$ cat config.mk
export PLATFORM = sky130hd
export DESIGN_NAME = tile_map_renderer
export DESIGN_NICKNAME = d
export VERILOG_FILES = /design/src/rtl/tile_map_renderer.sv
export SDC_FILE = /design/constraint.sdc
export NUM_CORES = 1
export LEC_CHECK = 0
export ABC_AREA = 1
export CORE_MARGIN = 10
export CORE_UTILIZATION = 47
export CTS_BUF_LIST = sky130_fd_sc_hd__clkbuf_2
export CTS_CLUSTER_SIZE = 40
export DETAILED_ROUTE_END_ITERATION = 10
export PLACE_DENSITY = 0.84
export SLEW_MARGIN = 20
export SYNTH_ARGS = -nofsm -noshare
export SYNTH_HDL_FRONTEND = slang
export SYNTH_SLANG_ARGS = --single-unit
$ cat constraint.sdc
create_clock -name clock -period 7.8 [get_ports clock]
set_clock_uncertainty 0.15 [all_clocks]
set_input_delay 1.17 -clock clock [delete_from_list [all_inputs] [get_ports clock]]
set_output_delay 1.17 -clock clock [all_outputs]
set_load 0.05 [all_outputs]
$ cat src/rtl/tile_map_renderer.sv
// Tile-map frame renderer: walks the raster left-to-right, top-to-bottom.
// It reads the map once per tile span and looks up tile and sprite pixels.
// It streams each pixel to the display port, with a border colour off-map.
//
// Handshake: pixelWrite is the valid. Once raised, pixelWrite, xAddr, yAddr
// and pixelData stay stable until a cycle with pixelReady=1. That cycle is
// the single accept. pixelWrite drops on the following edge.
module tile_map_renderer #(
    parameter int          SCREEN_W   = 240,
    parameter int          SCREEN_H   = 320,
    parameter int          X_BITS     = 8,
    parameter int          Y_BITS     = 9,
    parameter int          TILE_LOG2  = 3,
    parameter int          MAP_W      = 30,
    parameter int          MAP_H      = 40,
    parameter int          MAP_AW     = 11,
    parameter int          TYPE_BITS  = 2,
    parameter int          MEM_LAT    = 1,
    parameter logic [15:0] TRANSP     = 16'h07E0,
    parameter logic [15:0] BORDER     = 16'h0000,
    parameter int          CONTINUOUS = 0
) (
    input  logic                            clock,
    input  logic                            reset,
    input  logic                            frame_start,
    input  logic                            sprite_en,
    input  logic [7:0]                      sprite_x,
    input  logic [7:0]                      sprite_y,
    output logic [MAP_AW-1:0]               map_addr,
    input  logic [TYPE_BITS-1:0]            map_type,
    output logic [TYPE_BITS+2*TILE_LOG2-1:0] tile_addr,
    input  logic [15:0]                     tile_data,
    output logic [2*TILE_LOG2-1:0]          sprite_addr,
    input  logic [15:0]                     sprite_data,
    output logic [X_BITS-1:0]               xAddr,
    output logic [Y_BITS-1:0]               yAddr,
    output logic [15:0]                     pixelData,
    output logic                            pixelWrite,
    input  logic                            pixelReady,
    output logic                            busy,
    output logic                            frame_done,
    output logic [2:0]                      state_dbg
);

    typedef enum logic [2:0] {
        S_IDLE     = 3'd0,
        S_MAP_REQ  = 3'd1,
        S_MAP_WAIT = 3'd2,
        S_PIX_REQ  = 3'd3,
        S_PIX_WAIT = 3'd4,
        S_WRITE    = 3'd5,
        S_DONE     = 3'd6
    } state_t;

    localparam logic [7:0] LAT_W = 8'(MEM_LAT);

    state_t                 state;
    logic [X_BITS-1:0]      x_q;
    logic [Y_BITS-1:0]      y_q;
    logic [TYPE_BITS-1:0]   type_q;
    logic                   border_q;
    logic                   sp_en_q;
    logic [7:0]             sp_x_q;
    logic [7:0]             sp_y_q;
    logic [7:0]             wait_cnt;

    logic [MAP_AW-1:0]      tx_w;
    logic [MAP_AW-1:0]      ty_w;
    logic [MAP_AW-1:0]      map_lin;
    logic                   in_map;
    logic                   x_last;
    logic                   y_last;
    logic [X_BITS-1:0]      nx;
    logic [Y_BITS-1:0]      ny;
    logic [TILE_LOG2-1:0]   x_off;
    logic [TILE_LOG2-1:0]   y_off;
    logic [TILE_LOG2-1:0]   nx_off;
    logic [TILE_LOG2-1:0]   ny_off;
    logic                   sprite_hit;
    logic [15:0]            colour;

    assign state_dbg = state;

    // Tile coordinates, map address, raster advance and pixel colour selection.
    always_comb begin
        tx_w       = MAP_AW'(x_q >> TILE_LOG2);
        ty_w       = MAP_AW'(y_q >> TILE_LOG2);
        map_lin    = ty_w * MAP_AW'(MAP_W) + tx_w;
        in_map     = (32'(x_q >> TILE_LOG2) < MAP_W) && (32'(y_q >> TILE_LOG2) < MAP_H);
        x_last     = (x_q == X_BITS'(SCREEN_W - 1));
        y_last     = (y_q == Y_BITS'(SCREEN_H - 1));
        nx         = x_last ? '0 : x_q + X_BITS'(1);
        ny         = x_last ? y_q + Y_BITS'(1) : y_q;
        x_off      = x_q[TILE_LOG2-1:0];
        y_off      = y_q[TILE_LOG2-1:0];
        nx_off     = nx[TILE_LOG2-1:0];
        ny_off     = ny[TILE_LOG2-1:0];
        sprite_hit = sp_en_q
                     && (32'(x_q >> TILE_LOG2) == 32'(sp_x_q))
                     && (32'(y_q >> TILE_LOG2) == 32'(sp_y_q))
                     && (sprite_data != TRANSP);
        colour     = border_q ? BORDER : (sprite_hit ? sprite_data : tile_data);
    end

    // Frame sequencer. Every output is a register and clears on reset.
    // The pixel lookup address is valid during PIX_REQ, so the lookup data
    // arrives MEM_LAT cycles later, in the last PIX_WAIT cycle.
    always_ff @(posedge clock or posedge reset) begin
        if (reset) begin
            state       <= S_IDLE;
            x_q         <= '0;
            y_q         <= '0;
            type_q      <= '0;
            border_q    <= 1'b0;
            sp_en_q     <= 1'b0;
            sp_x_q      <= '0;
            sp_y_q      <= '0;
            wait_cnt    <= '0;
            map_addr    <= '0;
            tile_addr   <= '0;
            sprite_addr <= '0;
            xAddr       <= '0;
            yAddr       <= '0;
            pixelData   <= '0;
            pixelWrite  <= 1'b0;
            busy        <= 1'b0;
            frame_done  <= 1'b0;
        end else begin
            frame_done <= 1'b0;
            case (state)
                S_IDLE: begin
                    if (frame_start) begin
                        sp_en_q <= sprite_en;
                        sp_x_q  <= sprite_x;
                        sp_y_q  <= sprite_y;
                        x_q     <= '0;
                        y_q     <= '0;
                        busy    <= 1'b1;
                        state   <= S_MAP_REQ;
                    end
                end
                S_MAP_REQ: begin
                    if (in_map) begin
                        map_addr <= map_lin;
                        border_q <= 1'b0;
                        wait_cnt <= '0;
                        state    <= S_MAP_WAIT;
                    end else begin
                        border_q    <= 1'b1;
                        tile_addr   <= {type_q, y_off, x_off};
                        sprite_addr <= {y_off, x_off};
                        state       <= S_PIX_REQ;
                    end
                end
                S_MAP_WAIT: begin
                    // map_addr became visible on entry; the cell arrives MEM_LAT cycles later.
                    if (wait_cnt == LAT_W) begin
                        type_q      <= map_type;
                        tile_addr   <= {map_type, y_off, x_off};
                        sprite_addr <= {y_off, x_off};
                        state       <= S_PIX_REQ;
                    end else begin
                        wait_cnt <= wait_cnt + 8'd1;
                    end
                end
                S_PIX_REQ: begin
                    wait_cnt <= 8'd1;
                    state    <= S_PIX_WAIT;
                end
                S_PIX_WAIT: begin
                    if (wait_cnt == LAT_W) begin
                        pixelData  <= colour;
                        xAddr      <= x_q;
                        yAddr      <= y_q;
                        pixelWrite <= 1'b1;
                        state      <= S_WRITE;
                    end else begin
                        wait_cnt <= wait_cnt + 8'd1;
                    end
                end
                S_WRITE: begin
                    if (pixelReady) begin
                        pixelWrite <= 1'b0;
                        if (x_last && y_last) begin
                            frame_done <= 1'b1;
                            state      <= S_DONE;
                        end else begin
                            x_q <= nx;
                            y_q <= ny;
                            if (nx_off == '0) begin
                                state <= S_MAP_REQ;
                            end else begin
                                tile_addr   <= {type_q, ny_off, nx_off};
                                sprite_addr <= {ny_off, nx_off};
                                state       <= S_PIX_REQ;
                            end
                        end
                    end
                end
                S_DONE: begin
                    if (CONTINUOUS != 0) begin
                        sp_en_q <= sprite_en;
                        sp_x_q  <= sprite_x;
                        sp_y_q  <= sprite_y;
                        x_q     <= '0;
                        y_q     <= '0;
                        state   <= S_MAP_REQ;
                    end else begin
                        busy  <= 1'b0;
                        state <= S_IDLE;
                    end
                end
                default: state <= S_IDLE;
            endcase
        end
    end

endmodule

==> impl_metrics.ini <==
[status]
status = completed

[worst_setup_path]
max_stage_delay_ns = 0.92
crit_type = reg2out
rr_endpoint = map_addr[10]
worst-path-buf-inv = 1
reg2reg_slack_ns = 4.29
worst-path-max-fanout = 9
crit_chain = clkdlybuf4s50_1
critPathCaptureType = output port
timing.rr.start = y_q[6]
startpoint_type = register
ff2ff_path_depth = 14
slowest_stage = clkdlybuf4s50_1
critical_path_arrival_ns = 2.20
worstPathRequired_ns = 6.48
critPathTopFamily = buffers and inverters

[floorplanning]
die_w_um = 135
core_um2 = 13100
core.rowCount = 42
pin_count = 119
die_area_um2 = 18300
die_height_um = 135
initial_utilization = 0.474

[clock_network]
cts_resized = 0
numCtsBuffers = 9
hold_buffers = 0
clock-root-buffer = clkbuf_2
cts_tree = done
insertion_delay_ns = 0.63
clk_pin_slew_ns = 0.29
cts_buffer_depth = 2
clkSinkCount = 109
htreeDepth = 3
post_cts_buffers = 0

[grt]
grtUsageTotal = 0.169
grt_pass1_vias = 5238
antenna_found_initial = 0
grt_overflow_total = 0
grt_pass1_wl_um = 25500
grt_max_degree = 85

[synth]
ys_top_cells_by_area = dfrtp_1, nand2_1, nand3_1
synth_warnings = 0
synth_area_leader_cell = dfrtp_1
yosysSeqAreaShare = 0.438
post-synth-top-area-fraction = 0.438
synth_cell_types = 39
synth_seq_cells = 109
syn_inst = 775
syn-num-nets = 866
synth_area_um2 = 6230
postSynthAreaPerCell_um2 = 8.04

[final_layout]
final_common_cell = nand2_1
drive_above_1_share = 0.0763
antenna_cells = 0
register_area_um2 = 2730
fin_nets = 977
final_cell_mix = nand2_1, clkdlybuf4s50_1, dfrtp_1, inv_1, nand3_1
final.fill_count = 1169
multi_input_area_um2 = 2940
syn_to_final_growth_pct = 23.4
stdcell_area_um2 = 7690
final_cells = 1067

[sta]
setup_slack_ns = 4.28
fmax_mhz = 284
rsz0062_at_grt = no
tns_ns = 0
period_share = 0.451
report.final.slew_viol_count = 0
worst-slew-pin-transition_ns = 0.877
timing.slew.headroom = 0.414
hold_viol = 0
finalSetupViolCount = 0
min_period_ns = 3.52

[worst_hold_path]
hp-class = reg2reg
hold_depth = 2
min_from = map_addr[1]
whs_endpoint = map_addr[1]

[placement]
dp_hpwl_um = 11700
gp_congestion = 0.862
portBuffers = 118
placed_area_um2 = 7530
post-place-ws_ns = 4.17
dpl.cell_count = 1051

[route]
antenna_left = 0
vias = 5327
drtPass1Iterations = 5
wl_per_cell_um = 14.2
routed_wirelength_um = 15100
via_per_inst = 4.99
drt-initial-drc-count = 280
drc_errors = 0

[run]
maxCapViolations = 0

[power_and_ir_drop]
peakVddDrop_uv = 220
power.total_mw = 2.31
leakage_nw = 3.84
power_density_nw_per_um2 = 301
state kept, by name (all words and copies together), names as in the netlist:
register     flops
border_q         1
busy             1
frame_done       1
map_addr        11
pixelData       16
pixelWrite       1
sp_en_q          1
sp_x_q           8
sp_y_q           8
sprite_addr      6
state_dbg        3
tile_addr        8
type_q           2
wait_cnt         8
xAddr            8
x_q              8
yAddr            9
y_q              9
synth_stat cells:
| cell | count |
|---|---|
| a21oi_1 | 18 |
| a21oi_2 | 1 |
| a22oi_1 | 1 |
| and2_1 | 1 |
| buf_1 | 1 |
| buf_2 | 8 |
| buf_6 | 4 |
| clkbuf_1 | 7 |
| clkinv_1 | 1 |
| dfrtp_1 | 109 |
| fa_1 | 10 |
| ha_1 | 26 |
| inv_1 | 100 |
| inv_2 | 17 |
| mux2_2 | 14 |
| nand2_1 | 205 |
| nand2_2 | 4 |
| nand2_4 | 2 |
| nand3_1 | 84 |
| nand3_2 | 1 |
| nand3b_1 | 1 |
| nand4_1 | 10 |
| nor2_1 | 42 |
| nor2_2 | 2 |
| nor2_4 | 4 |
| nor3_1 | 8 |
| nor3_2 | 2 |
| nor3b_1 | 2 |
| nor4_1 | 1 |
| o211ai_1 | 4 |
| o21a_1 | 1 |
| o21ai_0 | 34 |
| o21ai_1 | 25 |
| o21bai_1 | 2 |
| o22ai_1 | 2 |
| o31ai_1 | 4 |
| or2_2 | 2 |
| xnor2_1 | 4 |
| xor2_1 | 11 |
per-stage QoR:
stage	hold WS (ns)	utilization
after global routing	0.385	0.585
after detailed placement	0.308	0.573
final	0.362	0.585
after floorplan	0.303	-
after CTS	0.366	0.585
after global placement	0.306	0.573
worst max path at each step:
stage / cells after the start / endpoint / start / slack, ns
after global placement: 6 / y_q[1] / frame_start / 4.25
after CTS: 1 / state_dbg[2] / state_dbg[2] / 4.24
after global routing: 14 / map_addr[10] / y_q[6] / 4.01
after detailed placement: 7 / y_q[5] / frame_start / 4.17
after floorplan: 1 / border_q / reset / 3.61
final: 1 / state_dbg[2] / state_dbg[2] / 4.28
report_power, final:
| group | switching [mW] | internal, mW | leakage, nW | total, mW |
|---|---|---|---|---|
| clock network | 0.203 | 0.111 | 0.0822 | 0.314 |
| logic | 0.777 | 0.382 | 2.36 | 1.16 |
| registers | 0.108 | 0.731 | 1.40 | 0.839 |
area by class of cell:
| class | instances | share of cell area |
|---|---|---|
| multi-input cells | 528 | 0.383 |
| repair buffers | 120 | 0.156 |
| clock inverters | 7 | 0.0138 |
| clock buffers | 9 | 0.00586 |
| well taps | 176 | 0.0286 |
| flip-flops and latches | 109 | 0.355 |
| inverters | 118 | 0.0579 |
metal layers:
layer,wire [µm],track usage
met3,1360,0.0682
met1,6560,0.209
met4,208,0.0484
met2,7020,0.268
met5,0,0
kinds of logic (layout without fill, tap and decap cells):
| logic type | count (synthesis) | in the layout | synth area share |
|---|---|---|---|
| DFF | 109 | 109 | 0.438 |
| adders and majority gates | 36 | 36 | 0.0844 |
| xor gates and xnor gates | 15 | 15 | 0.0211 |
| AOI/OAI and AO/OA | 92 | 92 | 0.0797 |
| buffers and inverters | 138 | 254 | 0.0896 |
| and+or+nand+nor | 371 | 371 | 0.262 |
| muxes | 14 | 14 | 0.0253 |
No activity file was read; power rests on OpenSTA's default activity.
